<file path="config.mk">
export PLATFORM = sky130hd
export DESIGN_NAME = em_stage_reg
export DESIGN_NICKNAME = d
export VERILOG_FILES = /design/src/rtl/em_stage_defs.sv /design/src/rtl/em_hazard_detect.sv /design/src/rtl/em_stage_reg.sv
export SDC_FILE = /design/constraint.sdc
export NUM_CORES = 1
export LEC_CHECK = 0
export ABC_AREA = 1
export BUFFER_PORTS_ARGS = -buffer_cell sky130_fd_sc_hd__buf_4
export CELL_PAD_IN_SITES_DETAIL_PLACEMENT = 2
export CELL_PAD_IN_SITES_GLOBAL_PLACEMENT = 2
export CORE_MARGIN = 4
export CORE_UTILIZATION = 25
export DETAILED_ROUTE_END_ITERATION = 16
export GPL_ROUTABILITY_DRIVEN = 0
export GPL_TIMING_DRIVEN = 1
export PLACE_DENSITY = 0.83
export SLEW_MARGIN = 20
export SYNTH_ARGS = -nofsm -noshare
export SYNTH_HDL_FRONTEND = slang
export SYNTH_SLANG_ARGS = --single-unit
</file>
<file path="constraint.sdc">
create_clock -name clk -period 4.3 [get_ports clk]
set_clock_uncertainty 0.2 [all_clocks]
set_input_delay 0.86 -clock clk [delete_from_list [all_inputs] [get_ports clk]]
set_output_delay 0.86 -clock clk [all_outputs]
set_load 0.01 [all_outputs]
</file>
<file path="src/rtl/em_stage_defs.sv">
// em_stage_defs: shared definitions for the E->M pipeline register slice.
//   - Default datapath / register-address widths.
//   - Stall-controller state encoding (RUN, LOAD_STALL).
//   - Bubble constants loaded into the M control flags on a squash or stall.
package em_stage_defs;

    localparam int unsigned DWIDTH_DEF = 32;
    localparam int unsigned AWIDTH_DEF = 5;

    typedef enum logic {
        RUN        = 1'b0,
        LOAD_STALL = 1'b1
    } emState_t;

    localparam logic BUBBLE_REG_WRITE = 1'b0;
    localparam logic BUBBLE_MEM_TO_REG = 1'b0;
    localparam logic BUBBLE_MEM_WRITE = 1'b0;

endpackage

</file>
<file path="src/rtl/em_hazard_detect.sv">
// em_hazard_detect: combinational load-use hazard and hold-forward select logic.
// Ports:
//   state                 stall-controller state
//   regWriteM, memToRegM  flags of the instruction in M
//   waM                   destination of the instruction in M
//   holdWa                destination captured with the held load data
//   rsE, rtE              E source registers
//   usesRsE, usesRtE      E reads rs / rt
//   hazard                E depends on a load still in M (RUN only)
//   fwdAfromHoldE/BE      E operand A/B takes holdData (LOAD_STALL only)
module em_hazard_detect
    import em_stage_defs::*;
#(
    parameter int unsigned AWIDTH = AWIDTH_DEF
) (
    input  emState_t          state,
    input  logic              regWriteM,
    input  logic              memToRegM,
    input  logic [AWIDTH-1:0] waM,
    input  logic [AWIDTH-1:0] holdWa,
    input  logic [AWIDTH-1:0] rsE,
    input  logic [AWIDTH-1:0] rtE,
    input  logic              usesRsE,
    input  logic              usesRtE,
    output logic              hazard,
    output logic              fwdAfromHoldE,
    output logic              fwdBfromHoldE
);

    always_comb begin
        hazard        = 1'b0;
        fwdAfromHoldE = 1'b0;
        fwdBfromHoldE = 1'b0;
        if (state == RUN) begin
            // Register 0 is hardwired, so a load targeting it never stalls.
            hazard = regWriteM && memToRegM && (waM != '0) &&
                     ((usesRsE && (rsE == waM)) || (usesRtE && (rtE == waM)));
        end else begin
            fwdAfromHoldE = usesRsE && (rsE == holdWa) && (holdWa != '0);
            fwdBfromHoldE = usesRtE && (rtE == holdWa) && (holdWa != '0);
        end
    end

endmodule

</file>
<file path="src/rtl/em_stage_reg.sv">
// em_stage_reg: E->M pipeline register with load-use stall controller.
// A load in M feeding the instruction in E stalls F/E for one cycle, puts a
// bubble into M and captures the load data into holdData; the following
// cycle E takes the operand from holdData. dmemStall freezes everything;
// flushE squashes E into a bubble unless a load-use stall is being taken.
// Configuration macro: EM_STALL_COUNTER_EN enables the saturating
// stallCount counter; otherwise stallCount is tied to zero.
// Ports:
//   clk, rst (async, active-high)
//   E inputs : aluOutE, writeDataE, waE, regWriteE, memToRegE, memWriteE,
//              rsE, rtE, usesRsE, usesRtE, flushE
//   memory   : dmemStall, dmemRdata
//   M outputs: aluOutM, writeDataM, waM, regWriteM, memToRegM, memWriteM
//   control  : stallF, stallE, fwdAfromHoldE, fwdBfromHoldE, holdData,
//              stallCount
module em_stage_reg
    import em_stage_defs::*;
#(
    parameter int unsigned DWIDTH = DWIDTH_DEF,
    parameter int unsigned AWIDTH = AWIDTH_DEF
) (
    input  logic              clk,
    input  logic              rst,
    input  logic [DWIDTH-1:0] aluOutE,
    input  logic [DWIDTH-1:0] writeDataE,
    input  logic [AWIDTH-1:0] waE,
    input  logic              regWriteE,
    input  logic              memToRegE,
    input  logic              memWriteE,
    input  logic [AWIDTH-1:0] rsE,
    input  logic [AWIDTH-1:0] rtE,
    input  logic              usesRsE,
    input  logic              usesRtE,
    input  logic              flushE,
    input  logic              dmemStall,
    input  logic [DWIDTH-1:0] dmemRdata,
    output logic [DWIDTH-1:0] aluOutM,
    output logic [DWIDTH-1:0] writeDataM,
    output logic [AWIDTH-1:0] waM,
    output logic              regWriteM,
    output logic              memToRegM,
    output logic              memWriteM,
    output logic              stallF,
    output logic              stallE,
    output logic              fwdAfromHoldE,
    output logic              fwdBfromHoldE,
    output logic [DWIDTH-1:0] holdData,
    output logic [31:0]       stallCount
);

    emState_t          state, stateNext;
    logic [AWIDTH-1:0] holdWa;
    logic              hazard;

    em_hazard_detect #(
        .AWIDTH(AWIDTH)
    ) uHazard (
        .state        (state),
        .regWriteM    (regWriteM),
        .memToRegM    (memToRegM),
        .waM          (waM),
        .holdWa       (holdWa),
        .rsE          (rsE),
        .rtE          (rtE),
        .usesRsE      (usesRsE),
        .usesRtE      (usesRtE),
        .hazard       (hazard),
        .fwdAfromHoldE(fwdAfromHoldE),
        .fwdBfromHoldE(fwdBfromHoldE)
    );

    always_ff @(posedge clk or posedge rst) begin
        if (rst) begin
            state <= RUN;
        end else begin
            state <= stateNext;
        end
    end

    always_comb begin
        stateNext = state;
        stallF    = 1'b0;
        stallE    = 1'b0;
        if (dmemStall) begin
            stallF = 1'b1;
            stallE = 1'b1;
        end else if (hazard) begin
            stallF    = 1'b1;
            stallE    = 1'b1;
            stateNext = LOAD_STALL;
        end else begin
            stateNext = RUN;
        end
    end

    // hazard is only ever raised in RUN, so the LOAD_STALL cycle falls
    // through to the normal capture/flush path.
    always_ff @(posedge clk or posedge rst) begin
        if (rst) begin
            aluOutM    <= '0;
            writeDataM <= '0;
            waM        <= '0;
            regWriteM  <= 1'b0;
            memToRegM  <= 1'b0;
            memWriteM  <= 1'b0;
            holdData   <= '0;
            holdWa     <= '0;
        end else if (!dmemStall) begin
            if (hazard || flushE) begin
                aluOutM    <= '0;
                writeDataM <= '0;
                waM        <= '0;
                regWriteM  <= BUBBLE_REG_WRITE;
                memToRegM  <= BUBBLE_MEM_TO_REG;
                memWriteM  <= BUBBLE_MEM_WRITE;
            end else begin
                aluOutM    <= aluOutE;
                writeDataM <= writeDataE;
                waM        <= waE;
                regWriteM  <= regWriteE;
                memToRegM  <= memToRegE;
                memWriteM  <= memWriteE;
            end
            if (hazard) begin
                holdData <= dmemRdata;
                holdWa   <= waM;
            end
        end
    end

`ifdef EM_STALL_COUNTER_EN
    always_ff @(posedge clk or posedge rst) begin
        if (rst) begin
            stallCount <= '0;
        end else if (hazard && !dmemStall && (stallCount != '1)) begin
            stallCount <= stallCount + 32'd1;
        end
    end
`else
    assign stallCount = '0;
`endif

endmodule

</file>
==> qor.txt, run 1 <==
Outcome = finished clean
# H-tree levels = 3
Cell mode on critical path = buf_4
Final min period = 3.02 ns
Full die area = 0.0251 mm^2
Inserted Clock Buffers = 9
Clock Tree Buf Depth = 2
Register area = 0.00275 mm^2
Post-Syn Instances = 757
Sequential area share after synthesis = 48.7%
Routed wire length = 20400 um
Final ANT Viol Nets = 0
Tightest Hold Check Type = reg2reg
Setup Fix Bufs, Post-CTS = 0
Final Hold Fails = 0
Clock root buffer = clkbuf_16
Crit path DAT = 1.96 ns
Pwr Total = 0.00250 W
Largest net degree at the start of global routing = 73
CP startpoint kind = input pin
Slew HR = 44.8%
Synth warn = 0
DR pass1 iterations = 4
Non-filler instance count after layout = 1237
Kind of end point of the critical path = primary output
DIE HEIGHT = 158 um
Fin nets = 1072
Max Fanout on Critical Path = 43
CP max stage delay = 0.49 ns
Via-to-Cell Ratio = 4.46
Syn Area/Cell = 7.47 um^2
Period utilisation layout = 70.3%
Critical path class = in2out
Hold_buf cts = 0
Highest clock rate = 331 MHz
Maximum vdd drop = 0.175 mV
Synth Cell Area = 0.00566 mm^2
Hold Slack = 0.282 ns
DRT iter0 DRCs = 222
Switching share of power = 29.1%
Skew-Pair Late Insertion Delay = 0.35 ns
RSZ-0062 raised after global routing = no
Yosys cell types = 22
Worst path required time = 3.24 ns
First-pass GRT wire length = 32400 um
Routed vias = 5518
Share of cells above drive strength 1 = 27.0%
GR Util All Layers = 16.2%
Reg clk slew, reported paths = 0.09 ns
Resize count post-CTS = 0
Seq cells post-synth = 110
Worst-Margin Slew = 0.828 ns
Top-Level Pins = 260
Total grt overflow = 0
Logic pwr share = 17.9%
Final core utilization = 34.8%
Sequential share of power = 45.9%
DRC Markers = 0
Die W = 158 um
Vias in the first global route = 6080
FP Rows = 54
Power Density = 326 mW/mm^2
Final setup vio count = 0
P&R area growth vs syn = 35.6%
Critical path cell sequence = buf_4, clkinv_2, nand2_1, buf_4
Area occupied by multi-input gates = 0.00213 mm^2
Post-DR wirelength/cell = 16.5 um
Clock sink count = 110
Slowest-stage cell, CP = clkinv_2
Post-DP HPWL = 14400 um
Static Leak = 4.57 nW
TritonCTS clock tree = done
Placed Instances = 1221
Fillcell total = 2642
Clock network power share = 36.2%
Initial antenna violation count = 0
Worst Path Buf+Inv = 3
Setup TNS Final = 0 ns
Int Pwr = 0.00177 W
Core Footprint = 0.0220 mm^2
Delay-heaviest family, CP = buffers and inverters
Max cap viols = 0
P_sw = 0.000728 W
Slew Viols, Final = 0
ANT cells = 0
Number of port buffers = 227
Initial Util = 25.7%
-- worst paths after layout --
path                              start             end  slack (ns)  cells past startpoint
min in group asynchronous           rst  writeDataM[26]        0.43                      2
setup / recovery              dmemStall          stallE        1.28                      4
setup reg to reg                 waM[0]     aluOutM[17]        1.84                      8
max in group asynchronous           rst       memToRegM        2.69                      3
hold / removal             holdData[30]    holdData[30]        0.28                      2
hold reg to reg            holdData[30]    holdData[30]        0.28                      2
-- layout by cell type (no fill, tap or decap), types with 4 or more instances in the layout --
cell	count
inv_2	4
nor2_1	83
inv_1	88
conb_1	32
dfrtp_1	110
buf_4	232
nand4_1	37
nand3_1	77
a21oi_1	4
nand2_1	259
clkbuf_16	9
o2111ai_1	4
-- worst min-delay path, delay by kind of cell (launching register included) --
family | cells | cell delay, ns
and+or+nand+nor | 2 | 0.11
DFF | 1 | 0.35
-- stage by stage --
stage / area [um^2] / setup WS (ns)
finish: 7670 / 1.28
global route: 7670 / 1.14
CTS: 7670 / 1.23
detailed placement: 7350 / 1.21
global placement: 7350 / 1.24
floorplan: 5770 / 0.338
-- synth_stat cells (all sizes together) --
cell type	number	area (um^2)
nand3	78	395
nor2	83	312
a21oi	4	20.0
o2111ai	4	35.0
conb	1	3.75
nand4	37	231
o21bai	1	7.51
o21ai	1	5.00
buf	62	455
clkbuf	18	77.6
xor2	2	17.5
nand2	261	985
nor3	1	5.00
dfrtp	110	2750
inv	94	353
-- metal layers --
metal | GRT usage [%] | vias up | routed length, um
met5 | 0 | - | 0
met4 | 3.17 | 0 | 173
met3 | 5.08 | 12 | 1530
met2 | 29.1 | 153 | 10400
met1 | 19.2 | 2709 | 8230
li1 | - | 2644 | -
-- logic make-up (layout without fill, tap and decap cells) --
kind of cell	after synthesis	count (layout)	synth area share [%]
flops	110	110	48.7
buf+inv	174	343	15.7
xor+xnor	2	2	0.310
compound gates	10	10	1.19
other cells	1	32	0.0663
simple gates	460	460	34.1
-- cell type report --
class	instances	share of cell area (%)
clock inverters	7	1.14
well taps	280	4.57
repair buffers	233	23.0
inverters	94	4.65
flip-flops and latches	110	35.9
multi-input cells	504	27.8
clock buffers	9	2.94
-- state kept, by name, indices dropped and copies added (netlist names) --
register,flops
memToRegM,1
waM,5
memWriteM,1
regWriteM,1
holdWa,5
writeDataM,32
state,1
holdData,32
aluOutM,32
-- power groups by stage --
| stage | Sequential [W] | Combinational [W] | Clock [W] |
|---|---|---|---|
| floorplan | 0.00119 | 0.000196 | 0 |
| global placement | 0.00116 | 0.000448 | 0 |
| detailed placement | 0.00117 | 0.000459 | 0 |
| CTS | 0.00115 | 0.000460 | 0.000943 |
| global route | 0.00116 | 0.000504 | 0.000980 |
| finish | 0.00115 | 0.000448 | 0.000904 |
Power figures use the tool's default switching activity.
==> run 2: changes to the inputs <==
--- a/config.mk
+++ b/config.mk
@@ -10,11 +10,11 @@
 export CELL_PAD_IN_SITES_DETAIL_PLACEMENT = 2
 export CELL_PAD_IN_SITES_GLOBAL_PLACEMENT = 2
 export CORE_MARGIN = 4
-export CORE_UTILIZATION = 25
+export CORE_UTILIZATION = 22
 export DETAILED_ROUTE_END_ITERATION = 16
 export GPL_ROUTABILITY_DRIVEN = 0
 export GPL_TIMING_DRIVEN = 1
-export PLACE_DENSITY = 0.83
+export PLACE_DENSITY = 0.78
 export SLEW_MARGIN = 20
 export SYNTH_ARGS = -nofsm -noshare
 export SYNTH_HDL_FRONTEND = slang
==> constraint.sdc (replaced) <==
create_clock -name clk -period 2.5 [get_ports clk]
set_clock_uncertainty 0.2 [all_clocks]
set_input_delay 0.5 -clock clk [delete_from_list [all_inputs] [get_ports clk]]
set_output_delay 0.5 -clock clk [all_outputs]
set_load 0.01 [all_outputs]
==> qor.txt, run 2 (synthesized netlist as in run 1, its figures left out) <==
Final setup vio count = 0
Slew Viols, Final = 0
Vias in the first global route = 5934
Dpl cell area = 0.00749 mm^2
Max Fanout on Critical Path = 5
TritonCTS clock tree = done
DIE HEIGHT = 168 um
Die W = 168 um
Skew-Pair Late Insertion Delay = 0.35 ns
Clock sink count = 110
Period utilisation layout = 93.8%
Routed vias = 5615
Critical path cell sequence = buf_4, nand2_1, nand2_1, nor2_1, nand3_1, nand2_2, nand2_2, nand2_2, buf_4
DR pass1 iterations = 4
CP max stage delay = 0.45 ns
Most frequent cells in the layout = nand2_1, buf_4, dfrtp_1
ANT cells = 0
Kind of end point of the critical path = primary output
P&R area growth vs syn = 38.5%
Max cap viols = 0
Crit path DAT = 1.64 ns
Inserted Clock Buffers = 9
Finished layout cell area = 0.00784 mm^2
Critical path class = reg2out
Setup TNS Final = 0 ns
Slew HR = 45.1%
Share of cells above drive strength 1 = 28.3%
Largest regs = aluOutM x32, holdData x32, writeDataM x32
GR Util All Layers = 14.8%
Maximum vdd drop = 0.380 mV
Tightest Hold Check Type = in2async
Most common cell after layout, fill and taps aside = nand2_1
DRT iter0 DRCs = 219
Worst Path Buf+Inv = 2
Number of port buffers = 227
Final core utilization = 31.0%
Final Hold Fails = 0
DRC Markers = 0
Worst-Margin Slew = 0.823 ns
Core Footprint = 0.0253 mm^2
Highest clock rate = 426 MHz
Full die area = 0.0283 mm^2
Delay-heaviest family, CP = simple AND/OR/NAND/NOR gates
Cell mode on critical path = nand2_2
RSZ-0062 raised after global routing = no
Routed wl met2 = 10500 um
Routed wire length = 21500 um
Top-Level Pins = 260
CP startpoint kind = flop
Post-DR wirelength/cell = 16.6 um
WL met3 = 1320 um
Total grt overflow = 0
Initial Util = 22.4%
Final ANT Viol Nets = 0
Setup WS post-layout = 0.155 ns
Initial antenna violation count = 1
Final min period = 2.34 ns
FP Rows = 58
Fin nets = 1081
Via-to-Cell Ratio = 4.33
Worst path required time = 1.80 ns
Met1 WL = 9450 um
# H-tree levels = 3
Hold_buf cts = 0
Clock Tree Buf Depth = 2
Power Density = 544 mW/mm^2
Outcome = finished clean
Static Leak = 4.61 nW
Clock root buffer = clkbuf_16
Largest net degree at the start of global routing = 111
Post-DP HPWL = 15200 um
Reg clk slew, reported paths = 0.08 ns
First-pass GRT wire length = 33900 um
Place WS = 0.0779 ns
Slowest-stage cell, CP = dfrtp_2
Highest Signal Layer = met5
-- run 2: metrics by stage --
| step | cells | hold WS (ns) | power (W) |
|---|---|---|---|
| finish | 1296 | 0.0530 | 0.00426 |
| global route | 1296 | 0.181 | 0.00451 |
| CTS | 1295 | 0.155 | 0.00436 |
| detailed placement | 1276 | 0.266 | 0.00281 |
| global placement | 1276 | 0.257 | 0.00279 |
| floorplan | 788 | 0.286 | 0.00238 |
-- run 2: layer usage --
| metal | vias up | track usage [%] |
|---|---|---|
| li1 | 2659 | - |
| met1 | 2788 | 19.4 |
| met2 | 151 | 24.9 |
| met3 | 15 | 3.59 |
| met4 | 2 | 3.32 |
| met5 | - | 0 |
-- run 2: worst register-to-register path, delay by kind of cell, from the launching register on --
kind / cells / cell delay, ns
buffers and inverters: 3 / 0.76
flip-flops: 1 / 0.45
AND/OR/NAND/NOR: 8 / 0.73
-- run 2: layout make-up --
type	instances	area [um^2]
clock buffers	10	239
clock inverters	6	62.6
fillers	3040	17400
inverters	94	359
multi-input cells	504	2140
flip-flops and latches	110	2760
well taps	330	413
repair buffers	242	1870
-- run 2: worst paths after layout --
check / startpoint / end / slack, ns / depth (start not counted)
worst max-delay path: waM[3] / stallE / 0.16 / 9
worst min-delay path: rst / writeDataM[27] / 0.05 / 3
worst max register to register: waM[3] / holdData[10] / 0.26 / 11
worst min register to register: holdData[1] / holdData[1] / 0.28 / 2
max in group asynchronous: rst / waM[1] / 1.41 / 3
min in group clk: dmemRdata[21] / holdData[21] / 0.19 / 3
-- run 2: what timing repair did --
item | in CTS | in global routing
resized for setup | 1 | 5
setup endpoints to repair | 2 | 2
buffers inserted | 3 | 1
-- run 2: power breakdown --
group	leakage, nW	switching, W	internal, W
Sequential	1.46	0.0000814	0.00189
Clock	0.148	0.000761	0.000733
Combinational	3.00	0.000432	0.000363
